$ cat src/rtl/wb_pulse_gen_array.sv
// Wishbone read master that fetches per-channel 32-bit periods, commits
// them atomically and drives NUM_CH glitch-free pulse trains.
module wb_pulse_gen_array #(
  parameter int NUM_CH = 4,
  parameter int DATA_WIDTH = 16,
  parameter int ADDR_WIDTH = 16,
  parameter logic [ADDR_WIDTH-1:0] BASE_ADDR = 16'h400A,
  parameter logic [ADDR_WIDTH-1:0] CH_STRIDE = 16'h0010,
  parameter int MIN_PERIOD = 2,
  parameter int TIMEOUT = 64
) (
  input  logic                  CLK_I,
  input  logic                  RST_I,
  input  logic                  update_req,
  input  logic                  GNT,
  input  logic [DATA_WIDTH-1:0] DAT_I,
  input  logic                  ACK_I,
  input  logic                  STALL_I,
  output logic                  CYC_O,
  output logic                  STB_O,
  output logic                  WE_O,
  output logic [ADDR_WIDTH-1:0] ADR_O,
  output logic [DATA_WIDTH-1:0] DAT_O,
  output logic [NUM_CH-1:0]     pulse_out,
  output logic                  update_done,
  output logic                  fetch_err
);

  localparam int PW = 2 * DATA_WIDTH;
  localparam int CW = (NUM_CH > 1) ? $clog2(NUM_CH) : 1;
  localparam int TW = $clog2(TIMEOUT + 1);
  localparam logic [CW-1:0] LAST_CH = CW'(NUM_CH - 1);
  localparam logic [TW-1:0] TMO_LAST = TW'(TIMEOUT - 1);
  localparam logic [PW-1:0] MIN_P = PW'(MIN_PERIOD);

  typedef enum logic [1:0] {
    IDLE,
    REQ,
    WAIT,
    COMMIT
  } state_t;

  state_t          state_q, state_d;
  logic [CW-1:0]   ch_q, ch_d;
  logic            word_q, word_d;
  logic            pend_q, pend_d;
  logic            cyc_q, cyc_d;
  logic            done_q, done_d;
  logic            err_q, err_d;
  logic [TW-1:0]   tmo_q, tmo_d;

  logic [PW-1:0]   shadow_q [NUM_CH];
  logic [PW-1:0]   shadow_d [NUM_CH];
  logic [PW-1:0]   next_q [NUM_CH];
  logic [PW-1:0]   next_d [NUM_CH];
  logic [PW-1:0]   active_q [NUM_CH];
  logic [PW-1:0]   active_d [NUM_CH];
  logic [PW-1:0]   cnt_q [NUM_CH];
  logic [PW-1:0]   cnt_d [NUM_CH];
  logic [NUM_CH-1:0] pulse_q, pulse_d;

  logic [ADDR_WIDTH-1:0] adr;

  assign adr = BASE_ADDR
             + ADDR_WIDTH'(ch_q) * CH_STRIDE
             + ADDR_WIDTH'(word_q);

  assign CYC_O       = cyc_q;
  assign STB_O       = (state_q == REQ) & GNT;
  assign ADR_O       = (state_q == REQ) ? adr : '0;
  assign WE_O        = 1'b0;
  assign DAT_O       = '0;
  assign pulse_out   = pulse_q;
  assign update_done = done_q;
  assign fetch_err   = err_q;

  always_comb begin
    state_d  = state_q;
    ch_d     = ch_q;
    word_d   = word_q;
    pend_d   = pend_q;
    cyc_d    = cyc_q;
    done_d   = 1'b0;
    err_d    = 1'b0;
    tmo_d    = tmo_q;
    shadow_d = shadow_q;
    next_d   = next_q;

    if (update_req && (state_q != IDLE)) begin
      pend_d = 1'b1;
    end

    unique case (state_q)
      IDLE: begin
        if (update_req || pend_q) begin
          cyc_d   = 1'b1;
          pend_d  = 1'b0;
          ch_d    = '0;
          word_d  = 1'b0;
          state_d = REQ;
        end
      end
      REQ: begin
        if (GNT && !STALL_I) begin
          tmo_d   = '0;
          state_d = WAIT;
        end
      end
      WAIT: begin
        if (ACK_I) begin
          if (word_q) begin
            shadow_d[ch_q][DATA_WIDTH-1:0] = DAT_I;
          end else begin
            shadow_d[ch_q][PW-1:DATA_WIDTH] = DAT_I;
          end
          if (!word_q) begin
            word_d  = 1'b1;
            state_d = REQ;
          end else if (ch_q == LAST_CH) begin
            state_d = COMMIT;
          end else begin
            ch_d    = ch_q + 1'b1;
            word_d  = 1'b0;
            state_d = REQ;
          end
        end else if (tmo_q == TMO_LAST) begin
          cyc_d   = 1'b0;
          err_d   = 1'b1;
          state_d = IDLE;
        end else begin
          tmo_d = tmo_q + 1'b1;
        end
      end
      COMMIT: begin
        next_d  = shadow_q;
        done_d  = 1'b1;
        cyc_d   = 1'b0;
        state_d = IDLE;
      end
      default: state_d = IDLE;
    endcase
  end

  // A new period is only adopted at a wrap or while stopped, so no
  // partial period ever reaches the output.
  always_comb begin
    active_d = active_q;
    cnt_d    = cnt_q;
    pulse_d  = '0;
    for (int c = 0; c < NUM_CH; c++) begin
      if (active_q[c] < MIN_P) begin
        cnt_d[c]    = '0;
        active_d[c] = next_q[c];
      end else begin
        pulse_d[c] = cnt_q[c] < (active_q[c] >> 1);
        if (cnt_q[c] == active_q[c] - 1'b1) begin
          cnt_d[c]    = '0;
          active_d[c] = next_q[c];
        end else begin
          cnt_d[c] = cnt_q[c] + 1'b1;
        end
      end
    end
  end

  always_ff @(posedge CLK_I) begin
    if (RST_I) begin
      state_q  <= IDLE;
      ch_q     <= '0;
      word_q   <= 1'b0;
      pend_q   <= 1'b0;
      cyc_q    <= 1'b0;
      done_q   <= 1'b0;
      err_q    <= 1'b0;
      tmo_q    <= '0;
      shadow_q <= '{default: '0};
      next_q   <= '{default: '0};
      active_q <= '{default: '0};
      cnt_q    <= '{default: '0};
      pulse_q  <= '0;
    end else begin
      state_q  <= state_d;
      ch_q     <= ch_d;
      word_q   <= word_d;
      pend_q   <= pend_d;
      cyc_q    <= cyc_d;
      done_q   <= done_d;
      err_q    <= err_d;
      tmo_q    <= tmo_d;
      shadow_q <= shadow_d;
      next_q   <= next_d;
      active_q <= active_d;
      cnt_q    <= cnt_d;
      pulse_q  <= pulse_d;
    end
  end

endmodule

$ cat config.mk
export PLATFORM = sky130hd
export DESIGN_NAME = wb_pulse_gen_array
export DESIGN_NICKNAME = d
export VERILOG_FILES = /design/src/rtl/wb_pulse_gen_array.sv
export SDC_FILE = /design/constraint.sdc
export NUM_CORES = 1
export LEC_CHECK = 0
export ABC_AREA = 1
export BUFFER_PORTS_ARGS = -buffer_cell sky130_fd_sc_hd__buf_2
export CAP_MARGIN = 0
export CELL_PAD_IN_SITES_DETAIL_PLACEMENT = 1
export CELL_PAD_IN_SITES_GLOBAL_PLACEMENT = 1
export CORE_AREA = 2 2 329 233
export DETAILED_ROUTE_END_ITERATION = 8
export DIE_AREA = 0 0 331 235
export MAX_ROUTING_LAYER = met4
export PLACE_DENSITY = 0.7
export SYNTH_ARGS = -nofsm -noshare
export SYNTH_HDL_FRONTEND = slang
export SYNTH_SLANG_ARGS = --single-unit
$ cat constraint.sdc
create_clock -name CLK_I -period 2.7 [get_ports CLK_I]
set_clock_uncertainty 0.1 [all_clocks]
set_input_delay 0.27 -clock CLK_I [delete_from_list [all_inputs] [get_ports CLK_I]]
set_output_delay 0.27 -clock CLK_I [all_outputs]
set_load 0.02 [all_outputs]
; Word-level counts from Yosys, hierarchy flattened
; Index checks and enable logic that the tools add are counted.
[word_totals]
register_bits = 532
input_bits = 22
word_cells = 146
[op_classes]
n_addsub = 12
n_lt_le_gt_ge = 10
eq_ne = 18
mux = 46
bitwise_logic = 3
reduce_logical = 29
[ops]
columns = operator, count
row1 = $mux W32, 9
row2 = $bwmux W128, 2
row3 = $add A32 B1 Y32 const B, 4
row4 = $demux W32 S2, 2
row5 = $eq A32 B32 Y1, 4
row6 = $lt A32 B2 Y1 const B, 4
row7 = $lt A32 B31 Y1, 4
row8 = $mux W128, 1
row9 = $sub A32 B1 Y32 const B, 4
row10 = $mux W16, 2
row11 = $mux W7, 3
row12 = $mux W2, 10
row13 = $add A15 B6 Y16 const A, 1
row14 = $add A16 B1 Y16, 1
row15 = $reduce_or A3 Y1, 5
row16 = $ne A2 B2 Y1 const B, 7
row17 = $pmux W7 S2, 1
row18 = $reduce_bool A2 Y1, 7
row19 = $mux W1, 12
row20 = $pmux W2 S4, 1
row21 = $reduce_and A4 Y1, 2
row22 = $reduce_or A2 Y1, 4
row23 = $add A7 B1 Y7 const B, 1
row24 = $eq A7 B6 Y1 const B, 1
row25 = other kinds (21), 26

; Depth between registers and ports, before layout
[logic_depth]
depth_word = 7
depth_mapped = 21
mapped_depth_nobuf = 19

; Worst setup path before layout
; Ideal clock, no wire load.
[synth_path]
path_kind = reg2reg
start = reg active_q[96] (netlist name)
end = reg active_q[100] (netlist name)
setup_time_ns = 0.115
t_arrival_ns = 2.096
t_required_ns = 2.485
slack_ns = 0.389
path_stages_with_launch = 18
period_less_slack_ns = 2.311
path_cell_list = dfxtp_1 inv_1 ha_1 nand2_1 nor2_4 nand2_2 o21ai_1 nand2_1 nand2_1 nand2_1 nor2_1 nand2_1 nor2_1 nand2_1 buf_4 buf_4 a21oi_1 nor2_1
[synth_between]
elab_chain_len = 3
[synth_lines]
columns = element, line_no
row1 = start: declaration, 56  ; logic [PW-1:0] active_q [NUM_CH];
row2 = start signal: assignment, 192  ; active_q <= active_d;
row3 = $sub A32 B1 Y32, 156  ; if (cnt_q[c] == active_q[c] - 1'b1) begin
row4 = $eq A32 B32 Y1, 156
row5 = $reduce_bool A2 Y1 (no line), -
; Several ways; a longest one is shown, not always the timed one.
; A chain may end at the register's enable or synchronous reset.

; Worst setup path in the final report
[layout_path]
start = reg active_q[96] (netlist name)
end = reg cnt_q[119] (netlist name)
[layout_between]
elab_chain_len = 3
[layout_lines]
columns = element, line_no
row1 = $sub A32 B1 Y32, 156
row2 = $eq A32 B32 Y1, 156
row3 = $reduce_or A3 Y1 (no line) (*), -
row4 = end signal: assignment, 193  ; cnt_q <= cnt_d;
row5 = end: declaration, 58  ; logic [PW-1:0] cnt_q [NUM_CH];
; Mark *: on every way between the ends. The rest lies on a longest branch, timed or not.

==> out/metrics.cfg <==
[placement]
post_dp_cell_area_sq_mm=0.0313
detailed_place_hpwl_microns=68700
globalplace.congestion=0.917
place_ws_ps=-133
placed_cells=5401
portBuffers=35

[sta]
slew_headroom=0.324
finalCriticalPeriod_ps=2720
tightest_slew_ps=1010
finalSetupViolCount=12
drv_slew=0
grt_setup_unrepaired=yes
final-hold-violation-count=0
fin_crit_sh=1.01
fmax_mhz=367
finalWorstSetupSlack_ps=-24.3

[clock_tree]
clk_transition_reported_paths_ps=70
numClockSinks=532
cts_buffer_depth=3
cts_made_buffers=56
cts_tree=done
clk_latency_ps=640
cts_max_level=2
root_buffer=clkbuf_16

[global_routing]
grt_remaining_overflow=0
grt_pass1_wl_microns=149000
grt_pass1_vias=27800
grt_max_degree=129
track_usage=0.241
antenna_found_initial=0

[power_and_ir_drop]
irDropWorstVdd_uv=756
power_w=0.0449
p_per_area_mw_per_mm2=1250
p_leak_nw=17.3

[layout]
stdcell_count=5576
finalNetCount=4700
final_common_cell=nor2_1
final_cell_mix=nor2_1 (952), nand2_1 (741), dfxtp_1 (513), inv_1 (375), o21ai_0 (305)
final_cell_area_sq_mm=0.0360
antennaDiodeCount=0
syn_to_final_growth_pct=21.5
drive_above_1_share=0.165

[worst_setup_path]
cp.required_ps=3130
start_kind=flop
end_kind=flop
critPathMostFrequentCell=nand2_1
crit_family=simple AND/OR/NAND/NOR gates
crit_arrival_ps=3150
crit_chain=inv_2, ha_4, buf_4, inv_1, nand2_1, nand2_1, nand2_1, nand2_1, nand2_1, inv_1, nand2_2, nor2_1, nand2_1, nor2_1, nand3_1, nor2_2, nand2_4, buf_12, nand3_4, clkbuf_16, a21oi_2
cp_max_fo=8
critPathBufInv=6
cp.depth=21
cp_slowest_cell=dfxtp_2
crit_type=reg -> reg
cp_slowest_stage_delay_ps=340
ff2ff_path_depth=21

[status]
violations=negative setup slack
status=complete, but fails checks

[route]
routed_wl_microns=99600
wire_per_inst_microns=17.9
viasPerCell=5.16
drt_iter0_drc=1653
drcViolationCount=0
dr.pass1.iters=5
antenna_left=0
vias=28800

[floorplanning]
start_util=0.397
die_x_microns=331
die_h_microns=235
dieArea_sq_mm=0.0778
io_pins=63
coreArea_sq_mm=0.0746
rows=84

[synth]
synthCells=4421
synth-seq-cells=532
synthTopCellsByArea=dfxtp_1 (36%), nor2_1 (14%), nand2_1 (9.9%)
synth_top_area_frac=0.359
synth_area_sq_mm=0.0296
synth_largest_area_cell=dfxtp_1
syn_avg_cell_area_sq_um=6.70
synth.distinct_cells=51
synth-seq-area-share=0.359
yosys_warnings=0

[hold_path]
hp-class=in -> reg
hold_depth=2

[job]
max-cap-violations=0

-- final timing paths --
path                                                 from  slack [ps]                     end
worst max-delay path            active_q[96]$_SDFFE_PP0P_         -20   cnt_q[119]$_SDFF_PP0_
worst min-delay path                                RST_I          80  update_done$_SDFF_PP0_
worst max register to register  active_q[96]$_SDFFE_PP0P_         -20   cnt_q[119]$_SDFF_PP0_
worst min register to register       cnt_q[32]$_SDFF_PP0_         360    cnt_q[32]$_SDFF_PP0_
-- logic make-up after synthesis --
| kind of cell | share of synthesized area |
|---|---|
| and+or+nand+nor | 0.334 |
| buffers and inverters | 0.0885 |
| AOI/OAI and AO/OA | 0.104 |
| DFF | 0.359 |
| xor gates and xnor gates | 0.0557 |
| adders and majority gates | 0.0579 |
| other | 0.000127 |
-- area by class of cell --
type / count / area [sq um]
fillers: 9488 / 38600
multi-input cells: 3302 / 18000
well taps: 989 / 1240
inverters: 407 / 1540
repair buffers: 242 / 2540
flip-flops and latches: 532 / 10700
clock inverters: 30 / 387
clock buffers: 74 / 1580
-- sequential cells by signal, indices dropped and copies added (netlist names) --
register     flops
fetch_err        1
pulse_out        4
shadow_q       128
update_done      1
pend_q           1
state_q          2
cnt_q          128
active_q       128
next_q         128
ch_q             2
tmo_q            7
word_q           1
CYC_O            1
-- per-stage QoR --
stage | setup TNS (ps) | util | hold WS, ps
2_1_floorplan | 0 | - | 338
3_3_place_gp | -467 | 0.420 | 342
3_5_place_dp | -5430 | 0.420 | 355
4_1_cts | 0 | 0.449 | 69.4
5_1_grt | -13030 | 0.482 | 74.9
6_report | -129 | 0.482 | 79.8
-- metal layers --
metal	up-vias	track usage	share of wire
met5	-	-	0
met4	0	0.0444	0.014
met3	86	0.0241	0.033
met2	382	0.360	0.44
met1	14000	0.353	0.52
li1	14300	-	-
-- Yosys cell counts (all sizes together) --
library cell,instances
or2,11
nand2,790
nor3b,2
ha,137
nand4,59
o311a,1
or3,3
conb,1
clkbuf,112
dfxtp,532
a311oi,1
o21bai,11
xor2,124
a21oi,231
inv,407
a21o,3
o21ai,325
o31ai,4
o2111ai,3
o211ai,2
nor4,15
nor4b,1
nand3,289
a21boi,2
buf,96
a31oi,2
nand3b,19
a2111oi,2
and2,4
xnor3,1
a2111o,2
nor2,1113
nor3,48
a211oi,6
xnor2,62
-- what timing repair did --
action | CTS | global route
hold buffers | 17 | 0
endpoints found under the setup margin | 167 | 256
endpoints found under the hold margin | 104 | 0
buffers inserted | 0 | 22
gates cloned | 1 | 32
resized for setup | 9 | 447
pin swaps | 4 | 131
-- power breakdown --
group / total, W / internal (W) / switching [W]
registers: 0.0103 / 0.00903 / 0.00122
clock network: 0.00842 / 0.00489 / 0.00353
logic: 0.0262 / 0.00961 / 0.0166
No activity file was read; power rests on OpenSTA's default activity.
